[src/rtl/proc_pkg.sv]
// Shared definitions for the Mini-MIPS Proc core and its program loader.
//   IMEM_ADDR_W    : instruction-memory address width
//   WORD_W         : instruction word width
//   loader_state_t : prog_loader control states
package proc_pkg;

  localparam int IMEM_ADDR_W = 9;
  localparam int WORD_W      = 32;

  typedef enum logic [1:0] {
    IDLE   = 2'd0,
    LOAD   = 2'd1,
    SETTLE = 2'd2,
    RUN    = 2'd3
  } loader_state_t;

endpackage : proc_pkg

[src/rtl/prog_loader.sv]
// prog_loader: boot/program controller for the Mini-MIPS Proc core.
// Streams host words into the instruction-memory write port at consecutive
// addresses, waits a settle interval, then raises exec.
//
// Optional feature macro: PROG_LOADER_CHECKSUM_EN adds the `checksum` output
// (modulo-2^DATA_W sum of all words accepted in the current session).
//
// Ports:
//   clk, rst         : clock, asynchronous active-low reset
//   load_req         : one-cycle pulse starting a session (honoured in IDLE only)
//   base_addr        : first write address, sampled with load_req
//   word_count       : number of words to load, sampled with load_req (0 allowed)
//   in_valid/in_data : host word stream
//   in_ready         : loader accepts a word this cycle
//   halt             : abort a load / stop execution
//   mem_a/mem_d/mem_we/mem_exec : to Proc a/d/we/exec (all registered)
//   busy             : not IDLE
//   done             : one-cycle pulse on entry to RUN
//   err              : sticky range error from the last load_req
//   checksum         : (PROG_LOADER_CHECKSUM_EN only) running word sum
module prog_loader
  import proc_pkg::*;
#(
  parameter int ADDR_W        = IMEM_ADDR_W,
  parameter int DATA_W        = WORD_W,
  parameter int SETTLE_CYCLES = 2
) (
  input  logic              clk,
  input  logic              rst,
  input  logic              load_req,
  input  logic [ADDR_W-1:0] base_addr,
  input  logic [ADDR_W:0]   word_count,
  input  logic              in_valid,
  input  logic [DATA_W-1:0] in_data,
  output logic              in_ready,
  input  logic              halt,
  output logic [ADDR_W-1:0] mem_a,
  output logic [DATA_W-1:0] mem_d,
  output logic              mem_we,
  output logic              mem_exec,
  output logic              busy,
  output logic              done,
  output logic              err
`ifdef PROG_LOADER_CHECKSUM_EN
  ,
  output logic [DATA_W-1:0] checksum
`endif
);

  // Settle counter runs 0..SETTLE_CYCLES-1.
  localparam int                CNT_W    = (SETTLE_CYCLES > 1) ? $clog2(SETTLE_CYCLES) : 1;
  localparam logic [CNT_W-1:0]  CNT_LAST = CNT_W'(SETTLE_CYCLES - 1);
  // One past the last legal address, in a width that cannot overflow the check.
  localparam logic [ADDR_W+1:0] ADDR_SPAN = {2'b01, {ADDR_W{1'b0}}};
  localparam logic [ADDR_W:0]   REM_ONE   = {{ADDR_W{1'b0}}, 1'b1};

  loader_state_t     state_r, state_nx_s;
  logic [ADDR_W-1:0] addr_r, addr_nx_s;
  logic [ADDR_W:0]   rem_r, rem_nx_s;
  logic [CNT_W-1:0]  cnt_r, cnt_nx_s;
  logic [ADDR_W-1:0] mem_a_r, mem_a_nx_s;
  logic [DATA_W-1:0] mem_d_r, mem_d_nx_s;
  logic              mem_we_r, mem_we_nx_s;
  logic              mem_exec_r, mem_exec_nx_s;
  logic              done_r, done_nx_s;
  logic              err_r, err_nx_s;
`ifdef PROG_LOADER_CHECKSUM_EN
  logic [DATA_W-1:0] csum_r, csum_nx_s;
`endif

  logic              in_ready_s;
  logic              hs_s;
  logic              range_err_s;
  logic              last_word_s;
  logic              settle_done_s;
  logic [ADDR_W+1:0] end_addr_s;

  // Handshake and decision terms shared by the next-state and output logic.
  always_comb begin
    in_ready_s    = (state_r == LOAD) && !halt;
    hs_s          = in_valid && in_ready_s;
    end_addr_s    = {2'b00, base_addr} + {1'b0, word_count};
    range_err_s   = (end_addr_s > ADDR_SPAN);
    last_word_s   = (rem_r == REM_ONE);
    // The first SETTLE cycle after a load still carries the final write;
    // only cycles with mem_we low count toward the settle interval.
    settle_done_s = (state_r == SETTLE) && !mem_we_r && (cnt_r == CNT_LAST);
  end

  // State register.
  always_ff @(posedge clk or negedge rst) begin
    if (!rst) begin
      state_r <= IDLE;
    end else begin
      state_r <= state_nx_s;
    end
  end

  // Next-state logic; halt wins over every other event.
  always_comb begin
    state_nx_s = state_r;
    case (state_r)
      IDLE: begin
        if (halt) begin
          state_nx_s = IDLE;
        end else if (load_req && !range_err_s) begin
          state_nx_s = (word_count == '0) ? SETTLE : LOAD;
        end else begin
          state_nx_s = IDLE;
        end
      end
      LOAD: begin
        if (halt) begin
          state_nx_s = IDLE;
        end else if (hs_s && last_word_s) begin
          state_nx_s = SETTLE;
        end else begin
          state_nx_s = LOAD;
        end
      end
      SETTLE: begin
        if (halt) begin
          state_nx_s = IDLE;
        end else if (settle_done_s) begin
          state_nx_s = RUN;
        end else begin
          state_nx_s = SETTLE;
        end
      end
      RUN: begin
        if (halt) begin
          state_nx_s = IDLE;
        end else begin
          state_nx_s = RUN;
        end
      end
      default: begin
        state_nx_s = IDLE;
      end
    endcase
  end

  // Output / datapath next values; all of these feed registers.
  always_comb begin
    addr_nx_s     = addr_r;
    rem_nx_s      = rem_r;
    cnt_nx_s      = '0;
    mem_a_nx_s    = mem_a_r;
    mem_d_nx_s    = mem_d_r;
    mem_we_nx_s   = 1'b0;
    mem_exec_nx_s = (state_nx_s == RUN);
    done_nx_s     = (state_r == SETTLE) && (state_nx_s == RUN);
    err_nx_s      = err_r;
`ifdef PROG_LOADER_CHECKSUM_EN
    csum_nx_s     = csum_r;
`endif
    case (state_r)
      IDLE: begin
        if (!halt && load_req) begin
          if (range_err_s) begin
            err_nx_s = 1'b1;
          end else begin
            err_nx_s  = 1'b0;
            addr_nx_s = base_addr;
            rem_nx_s  = word_count;
`ifdef PROG_LOADER_CHECKSUM_EN
            csum_nx_s = '0;
`endif
          end
        end else begin
          err_nx_s = err_r;
        end
      end
      LOAD: begin
        if (hs_s) begin
          mem_a_nx_s  = addr_r;
          mem_d_nx_s  = in_data;
          mem_we_nx_s = 1'b1;
          addr_nx_s   = addr_r + 1'b1;
          rem_nx_s    = rem_r - REM_ONE;
`ifdef PROG_LOADER_CHECKSUM_EN
          csum_nx_s   = csum_r + in_data;
`endif
        end else begin
          mem_we_nx_s = 1'b0;
        end
      end
      SETTLE: begin
        if (!mem_we_r) begin
          cnt_nx_s = cnt_r + 1'b1;
        end else begin
          cnt_nx_s = cnt_r;
        end
      end
      RUN: begin
        mem_we_nx_s = 1'b0;
      end
      default: begin
        mem_we_nx_s = 1'b0;
      end
    endcase
  end

  // Datapath and output registers; reset drops mem_we/mem_exec immediately.
  always_ff @(posedge clk or negedge rst) begin
    if (!rst) begin
      addr_r     <= '0;
      rem_r      <= '0;
      cnt_r      <= '0;
      mem_a_r    <= '0;
      mem_d_r    <= '0;
      mem_we_r   <= 1'b0;
      mem_exec_r <= 1'b0;
      done_r     <= 1'b0;
      err_r      <= 1'b0;
`ifdef PROG_LOADER_CHECKSUM_EN
      csum_r     <= '0;
`endif
    end else begin
      addr_r     <= addr_nx_s;
      rem_r      <= rem_nx_s;
      cnt_r      <= cnt_nx_s;
      mem_a_r    <= mem_a_nx_s;
      mem_d_r    <= mem_d_nx_s;
      mem_we_r   <= mem_we_nx_s;
      mem_exec_r <= mem_exec_nx_s;
      done_r     <= done_nx_s;
      err_r      <= err_nx_s;
`ifdef PROG_LOADER_CHECKSUM_EN
      csum_r     <= csum_nx_s;
`endif
    end
  end

  assign in_ready = in_ready_s;
  assign busy     = (state_r != IDLE);
  assign mem_a    = mem_a_r;
  assign mem_d    = mem_d_r;
  assign mem_we   = mem_we_r;
  assign mem_exec = mem_exec_r;
  assign done     = done_r;
  assign err      = err_r;
`ifdef PROG_LOADER_CHECKSUM_EN
  assign checksum = csum_r;
`endif

endmodule : prog_loader

[config.mk]
export PLATFORM = sky130hd
export DESIGN_NAME = prog_loader
export DESIGN_NICKNAME = d
export VERILOG_FILES = /design/src/rtl/proc_pkg.sv /design/src/rtl/prog_loader.sv
export SDC_FILE = /design/constraint.sdc
export NUM_CORES = 1
export LEC_CHECK = 0
export ABC_CLOCK_PERIOD_IN_PS = 3300
export CORE_UTILIZATION = 30
export CTS_CLUSTER_SIZE = 10
export DETAILED_ROUTE_END_ITERATION = 16
export HOLD_SLACK_MARGIN = 0.08
export PLACE_DENSITY_LB_ADDON = 0.15
export SLEW_MARGIN = 20
export SYNTH_ARGS = -nofsm -noshare
export SYNTH_HDL_FRONTEND = slang
export SYNTH_SLANG_ARGS = --single-unit
[constraint.sdc]
create_clock -name clk -period 3.3 [get_ports clk]
set_clock_uncertainty 0.15 [all_clocks]
set_input_delay 0.33 -clock clk [delete_from_list [all_inputs] [get_ports clk]]
set_output_delay 0.33 -clock clk [all_outputs]
set_load 0.01 [all_outputs]
==> impl_metrics.toml, run 1 <==
[job]
max_cap_violations = 0

[sta]
period_share = 0.949
fin_crit_ps = 3130
setup_viol = 0
rsz0062_at_grt = "false"
setup_ws_ps = 169
final_max_slew_viol_count = 0
hold_viol = 0
fmax_mhz = 319
worstMarginPinSlew_ps = 602
relSlewSlack = 0.599

[placement]
dpl-instance-area_sq_um = 4860
dpl.hpwl_um = 7220
globalplace.congestion = 0.858
pre_cts_slack_ps = -166
io_buffer_count = 102

[worst_setup_path]
cp-start-kind = "input pin"
crit_path_top_delay_cell = "clkdlybuf4s50_1"
slowest_delay_ps = 500
critPathKind = "in2reg"
worstPathRequired_ps = 3340
cp_max_fo = 14
crit_arrival_ps = 3180
end_kind = "flip-flop"
cp_cell_sequence = "clkdlybuf4s50_1 > ha_1 > inv_1 > fa_1 > nand2b_1 > a21oi_1 > nand2_1 > a32o_1 > o41ai_4 > buf_4 > and2_4 > o32ai_1"

[grt]
grt_pass1_wl_um = 16800
grt_pass1_vias = 3302
grt-ovfl-total = 0
grt_max_degree = 54
antenna_found_initial = 0
met2_usage = 0.288
grt_usage = 0.171
grtUsageMet1 = 0.218
grt.busiest_layer = "met2"
use_met3 = 0.0395

[clock_tree]
cts_tree = "yes"
insertion_delay_ps = 320
cts_made_buffers = 9
h-tree-depth = 3
clk_path_buf_depth = 2
cts_setup_buffers = 0
clk_pin_slew_ps = 50
cts_root_buf = "clkbuf_16"
cts_sinks = 67

[die]
die_w_um = 110
die_height_um = 110
ioPinCount = 103
core-area_sq_um = 11400
die_area_sq_um = 12200
rows = 39
start_util = 0.309

[yosys]
yosys-top-cells-count = "nand2_1, dfrtp_1, nor2_1"
synthArstFlopShare = 1.00
ys_top_cells_by_area = "dfrtp_1, nand2_1, ha_1"
synth_top_area_cell = "dfrtp_1"
synth_edf_count = 0
syn_nets = 473
syn_area_per_cell_sq_um = 8.73
yosys_warnings = 0
netlist_area_sq_um = 3530
yosysMostFrequentCell = "nand2_1"
yosys_register_bits = 67
ys.flop_type = "dfrtp_1"
synth.distinct_cells = 54
yosys.area.top_type_share = 0.475
synthCells = 404
yosysSeqAreaShare = 0.475

[finish]
syn_to_final_growth_pct = 46.5
final_layout_size_suffix_gt1_frac = 0.121
fin_nets = 602
finalInstanceArea_sq_um = 5170
num_antenna_cells = 0

[outcome]
status = "completed"

[power_and_ir_drop]
peakVddDrop_mv = 0.282
p_per_area_nw_per_um2 = 654
p_leak_nw = 2.37

[route]
wl_per_cell_um = 14.7
dr.pass1.iters = 4
routed_wl_um = 10000
num_vias = 3338
drtAntennaViolNets = 0
drt_iter0_drc = 196
drc = 0
vias_per_cell = 4.90

[hold_path]
hp-class = "reg2reg"
-- cells in the final DEF, fill, tap and decap left out, types with 5 or more instances in the layout --
| master | Yosys | final |
|---|---|---|
| nand2_1 | 137 | 137 |
| nand3_1 | 8 | 8 |
| inv_1 | 13 | 13 |
| a21oi_1 | 22 | 22 |
| buf_4 | 0 | 33 |
| nor3_1 | 5 | 5 |
| dfrtp_1 | 67 | 67 |
| nor2_1 | 38 | 38 |
| o32a_2 | 7 | 7 |
| clkbuf_16 | 0 | 9 |
| ha_1 | 12 | 12 |
| a31oi_1 | 9 | 9 |
| clkdlybuf4s50_1 | 0 | 101 |
| nor3b_1 | 5 | 5 |
| o21ai_0 | 9 | 9 |
-- layout make-up --
cell class	count	area (sq um)
sequential	67	1680
tap	143	179
timing repair buffer	136	1270
clock buffer	14	254
multi-input combinational	306	1700
clock inverter	2	35.0
fill	1131	6250
inverter	13	48.8
-- final timing paths --
path | startpoint | endpoint | slack [ps] | cells after the start
setup / recovery | base_addr[0] | addr_r[7] | 170 | 12
hold / removal | mem_d[7] | mem_d[7] | 320 | 2
setup reg to reg | rem_r[6] | state_r[0] | 1260 | 4
hold reg to reg | mem_d[7] | mem_d[7] | 320 | 2
max in group asynchronous | rst | mem_d[14] | 1870 | 3
min in group asynchronous | rst | mem_d[23] | 400 | 2
-- sequential cells by signal (all words and copies together) (netlist names) --
| signal | cells |
|---|---|
| addr_r | 9 |
| done | 1 |
| state_r | 2 |
| mem_d | 32 |
| err | 1 |
| mem_a | 9 |
| rem_r | 10 |
| cnt_r | 1 |
| mem_we | 1 |
| mem_exec | 1 |
-- metrics by stage --
step / utilization / cells / total power [mW] / hold slack, ps / TNS (ps)
floorplan: - / 404 / 1.83 / -116 / 0
global placement: 0.426 / 664 / 2.44 / 235 / -1380
detailed placement: 0.426 / 664 / 2.46 / 232 / -2220
CTS: 0.452 / 681 / 3.42 / 325 / 0
global route: 0.453 / 681 / 3.60 / 341 / 0
finish: 0.453 / 681 / 3.38 / 319 / 0
-- where the power goes --
| part | switching, mW | internal (mW) | leakage, nW | total [mW] |
|---|---|---|---|---|
| Sequential | 0.203 | 1.09 | 0.828 | 1.30 |
| Combinational | 0.515 | 0.629 | 1.40 | 1.14 |
| Clock | 0.333 | 0.605 | 0.141 | 0.939 |
| Total | 1.05 | 2.33 | 2.37 | 3.38 |
-- repair_timing --
| action | 4_1_cts | 5_1_grt |
|---|---|---|
| gates resized for setup | 0 | 1 |
| endpoints found under the setup margin | 0 | 9 |
| hold buffers | 1 | 0 |
| hold endpoints to repair | 25 | 0 |
-- worst max-delay path, delay by kind of cell --
family                   cells  cell delay, ps
AO/OA/AOI/OAI                4             960
buffers and inverters        3             760
adder cells (fa/ha/maj)      2             590
AND/OR/NAND/NOR              3             540
-- kinds of logic after synthesis --
logic type / count (synthesis) / share of synthesized area
buffers and inverters: 31 / 0.0440
AOI/OAI and AO/OA: 79 / 0.173
and+or+nand+nor: 208 / 0.243
adders and majority gates: 13 / 0.0482
muxes: 3 / 0.00887
xor gates and xnor gates: 3 / 0.00745
DFF: 67 / 0.475
-- per-layer routing --
| metal | share of wire | vias to the layer above |
|---|---|---|
| li1 | - | 1646 |
| met1 | 0.44 | 1600 |
| met2 | 0.50 | 82 |
| met3 | 0.041 | 10 |
| met4 | 0.012 | 0 |
| met5 | 0 | - |
No activity file was read; power rests on OpenSTA's default activity.
==> run 2: changes to the inputs <==
Settings changed: ABC_CLOCK_PERIOD_IN_PS 3300 to 3400, MAX_ROUTING_LAYER set to met4.
Clock period 3.3 ns to 3.4 ns, I/O delays scaled along.
==> run 2 against run 1 <==
Cell area decreased by 0.80%. Critical path type unchanged. Power fell by 1.4%. Flip-flop and latch count unchanged. Clock-buffer cell count down 1. Core utilization is 0.36 points lower. Cell count decreased by 1.5%. Register-to-register slack improved by 20 ps.
==> impl_metrics.toml, run 2 (synthesis gave the netlist of run 1 again) <==
[outcome]
status = "completed"

[grt]
grt_usage = 0.176
grt_max_degree = 54
grt-ovfl-total = 0
grt_pass1_vias = 3345
grt_pass1_wl_um = 16800
antenna_found_initial = 0

[clock_tree]
cts_setup_buffers = 0
clk_pin_slew_ps = 50
cts_sinks = 67
cts_tree = "yes"
insertion_delay_ps = 330
post_cts_resized = 0
h-tree-depth = 3
cts_made_buffers = 9
cts_root_buf = "clkbuf_16"
clk_path_buf_depth = 2

[route]
vias_per_cell = 5.00
wl_met1_um = 4560
drt_iter0_drc = 187
wl_per_cell_um = 15.1
top_layer_used = "met4"
dr.pass1.iters = 4
drc = 0
wl_met2_um = 4950
routed_wl_um = 10100
num_vias = 3358
met3_length_um = 404
drtAntennaViolNets = 0

[die]
start_util = 0.309
ioPinCount = 103
core-area_sq_um = 11400
die_height_um = 110
die_area_sq_um = 12200
die_w_um = 110
rows = 39

[sta]
relSlewSlack = 0.533
fmax_mhz = 309
setup_viol = 0
fin_crit_ps = 3240
setup_ws_ps = 163
worstMarginPinSlew_ps = 700
rsz0062_at_grt = "false"
finalSetupTns_ps = 0
period_share = 0.952
final_max_slew_viol_count = 0
hold_viol = 0

[finish]
num_antenna_cells = 0
fin_util = 0.449
fin_nets = 592
largest_reg_flops = 32
final_layout_size_suffix_gt1_frac = 0.108
syn_to_final_growth_pct = 45.3
fillers = 1180
mostFrequentLayoutCell = "nand2_1"
final_cell_mix = "nand2_1, clkdlybuf4s50_1, dfrtp_1"

[placement]
globalplace.congestion = 0.841
pre_cts_slack_ps = -135
io_buffer_count = 102
dpl.hpwl_um = 7210

[worst_setup_path]
cp-start-kind = "input pin"
cp_cell_sequence = "clkdlybuf4s50_1 > ha_1 > inv_1 > fa_1 > nand2b_1 > a211oi_1 > a211oi_1 > a31oi_1 > o41ai_4 > buf_4 > and2_4 > o32a_2"
path_delay_family = "compound AO/OA/AOI/OAI gates"
crit_path_top_delay_cell = "clkdlybuf4s50_1"
end_kind = "flip-flop"
cp_common_cell = "a211oi_1"
worstPathRequired_ps = 3460
slowest_delay_ps = 510
critPathKind = "in2reg"
cp_max_fo = 14
crit_buf_inv = 3
crit_arrival_ps = 3300

[job]
max_cap_violations = 0

[hold_path]
hp-class = "reg2reg"

[power_and_ir_drop]
p_leak_nw = 2.33
p_per_area_nw_per_um2 = 650
power_mw = 3.33
peakVddDrop_mv = 0.363
-- run 2: cell types whose count changed in the layout (fill, tap and decap cells not counted), sizes merged --
cell,previous run,this run
clkinvlp,0,2
clkbuf,14,13
buf,34,24
clkinv,1,0
-- run 2: per-stage QoR --
| stage | cell area, sq um | hold slack, ps | std cells |
|---|---|---|---|
| floorplan | 3530 | -106 | 404 |
| global placement | 4800 | 282 | 654 |
| detailed placement | 4800 | 290 | 654 |
| CTS | 5130 | 325 | 671 |
| global route | 5130 | 341 | 671 |
| finish | 5130 | 318 | 671 |
-- run 2: what timing repair did --
action                                 CTS  global route
endpoints found under the hold margin   29             0
setup endpoints to repair                0             0
hold buffers                             1             0
-- run 2: path summary, 6_finish.rpt --
path | startpoint | to | slack [ps] | cells past startpoint
worst max-delay path | base_addr[0] | rem_r[8] | 160 | 12
worst min-delay path | mem_d[28] | mem_d[28] | 320 | 2
worst max register to register | state_r[1] | rem_r[9] | 1280 | 8
worst min register to register | mem_d[28] | mem_d[28] | 320 | 2
max in group asynchronous | rst | rem_r[3] | 1880 | 3
min in group asynchronous | rst | mem_d[23] | 450 | 2
-- run 2: cell type report --
cell class                 instances  area, sq um  share of cell area
multi-input combinational        306         1700               0.331
sequential                        67         1680               0.327
timing repair buffer             126         1210               0.236
clock buffer                      13          270              0.0527
tap                              143          179              0.0349
inverter                          13         48.8             0.00952
clock inverter                     3         45.0             0.00878
-- run 2: worst register-to-register path, cell delays in order (launching register included) --
cell      delay (ps)
dfrtp_1          420
nand2b_1         180
nor2_1           240
nand2_2           90
inv_1            260
buf_4            360
o21ai_0          130
nand2_1          100
o22ai_2           70
-- run 2: power breakdown --
part	switching [mW]	internal, mW	total, mW
sequential	0.197	1.06	1.26
combinational	0.499	0.604	1.10
clock	0.344	0.628	0.972
-- run 2: per-layer routing --
layer  up-vias  GRT usage
li1       1622          -
met5         -          -
met3        22     0.0357
met1      1625      0.219
met4         0     0.0578
met2        89      0.286
==> run 3: changes to the inputs <==
Settings changed: CORE_MARGIN set to 2.
==> run 3 against run 2 <==
Critical path depth unchanged. Maximum frequency is 1.3% higher. Non-clock buffer count did not move. First-iteration DRC count down 5.9%. Die area grew 3.7%. Critical endpoint is now rem_r[2]. Largest power group unchanged.
==> impl_metrics.toml, run 3 (synthesis gave the netlist of run 1 again) <==
[placement]
globalplace.congestion = 0.848
dpl.cell_count = 654
io_buffer_count = 102
dpl.hpwl_um = 7190

[die]
die_height_um = 112
ioPinCount = 103
rows = 39
start_util = 0.308
core-area_sq_um = 11500
die_area_sq_um = 12600
die_w_um = 112

[hold_path]
hp-start = "mem_a[6]"
whs_endpoint = "mem_a[6]"
holdPathStages = 2
hp-class = "reg2reg"

[power_and_ir_drop]
internal_power_mw = 2.38
p_sw_frac = 0.304
p_sw_mw = 1.04
peakVddDrop_mv = 0.396
pwr-share-clk = 0.311
combPwrFrac = 0.321
power_mw = 3.42
power_frac_seq = 0.367
p_per_area_nw_per_um2 = 663
p_leak_nw = 2.35

[route]
dr.pass1.iters = 4
num_vias = 3344
drt_iter0_drc = 176
wl_per_cell_um = 15.0
drc = 0
vias_per_cell = 4.98
drtAntennaViolNets = 0
routed_wl_um = 10000

[worst_setup_path]
cp_cell_sequence = "clkdlybuf4s50_1 > ha_1 > inv_1 > fa_1 > nand2b_1 > a211oi_1 > nor4_1 > mux2i_1 > o41ai_4 > buf_4 > and2_4 > o32a_2"
reg2reg_depth = 4
end_kind = "flip-flop"
critPathKind = "in2reg"
r2r_end = "state_r[0]"
crit_arrival_ps = 3260
crit_path_top_delay_cell = "clkdlybuf4s50_1"
slowest_delay_ps = 490
crit_buf_inv = 3
path_delay_family = "compound AO/OA/AOI/OAI gates"
rr_startpoint = "rem_r[6]"
cp_max_fo = 14
cp-start-kind = "input pin"
reg2reg_slack_ps = 1250
worstPathRequired_ps = 3460

[sta]
worstMarginPinSlew_ps = 735
rsz0062_at_grt = "false"
fin_crit_ps = 3200
finalSetupTns_ps = 0
fmax_mhz = 313
hold_viol = 0
setup_viol = 0
period_share = 0.940
relSlewSlack = 0.510
final_max_slew_viol_count = 0

[finish]
final_cell_mix = "nand2_1, clkdlybuf4s50_1, dfrtp_1"
syn_to_final_growth_pct = 46.1
mostFrequentLayoutCell = "nand2_1"
fin_nets = 592
stdcell_count = 671
largest_reg_flops = 32
fin_util = 0.449
num_antenna_cells = 0
final_layout_size_suffix_gt1_frac = 0.110

[clock_tree]
clk_pin_slew_ps = 60
clk_path_buf_depth = 2
cts_sinks = 67
cts_root_buf = "clkbuf_16"
insertion_delay_ps = 330
cts_made_buffers = 9
h-tree-depth = 3
cts_tree = "yes"

[grt]
grt-ovfl-total = 0
grt_max_degree = 54
grt_usage = 0.171
grt_pass1_wl_um = 16800
grt_pass1_vias = 3266
antenna_found_initial = 0

[job]
max_cap_violations = 0

[outcome]
status = "completed"
[run 3: cell types whose count changed in the layout (fill, tap and decap cells not counted), sizes merged]
cell	delta
bufinv	+2
clkbuf	-4
clkinv	+3
clkinvlp	-1
[run 3: how the worst max path moves through the flow]
stage	startpoint	slack [ps]	cells past startpoint	to
finish	base_addr[0]	200	12	rem_r[2]
global placement	word_count[6]	-9	10	rem_r[3]
floorplan	base_addr[6]	560	9	rem_r[2]
CTS	base_addr[0]	250	12	rem_r[2]
detailed placement	base_addr[0]	-100	12	rem_r[2]
global route	base_addr[6]	110	10	state_r[0]
[run 3: power by group through the flow]
stage	registers [mW]	logic [mW]	clock network, mW
global route	1.30	1.21	1.13
CTS	1.26	1.11	1.09
global placement	1.26	1.10	0
detailed placement	1.27	1.11	0
floorplan	1.32	0.457	0
finish	1.26	1.10	1.06
[run 3: area by class of cell]
| type | instances | area [sq um] |
|---|---|---|
| Fill cell | 1146 | 6310 |
| Tap cell | 143 | 179 |
| Inverter | 13 | 48.8 |
| Multi-Input combinational cell | 306 | 1700 |
| Timing Repair Buffer | 126 | 1210 |
| Sequential cell | 67 | 1680 |
| Clock buffer | 9 | 225 |
| Clock inverter | 7 | 116 |
[run 3: stage by stage]
| stage | hold WS, ps | cell area (sq um) | setup WS (ps) |
|---|---|---|---|
| detailed placement | 299 | 4800 | -101 |
| CTS | 325 | 5150 | 252 |
| finish | 317 | 5150 | 204 |
| floorplan | -106 | 3530 | 561 |
| global route | 343 | 5150 | 107 |
| global placement | 302 | 4800 | -8.52 |
[run 3: what timing repair did]
item	in CTS	in global routing
hold buffers	1	0
resized for setup	0	0
hold endpoints to repair	30	0
setup buffers	0	0
[run 3: worst register-to-register path, stage by stage, from the launching register on]
cell and delay, ps:
dfrtp_1 430, nor4_1 600, nor3b_1 350, nand4_1 190, a221o_1 320
[run 3: per-layer routing]
metal	share of wire	global-route usage	vias to the layer above	wire, um
met5	0	-	-	0
met4	0.016	0.0577	0	163
met3	0.044	0.0329	15	446
met2	0.49	0.273	89	4900
met1	0.45	0.219	1611	4540
li1	-	-	1629	-
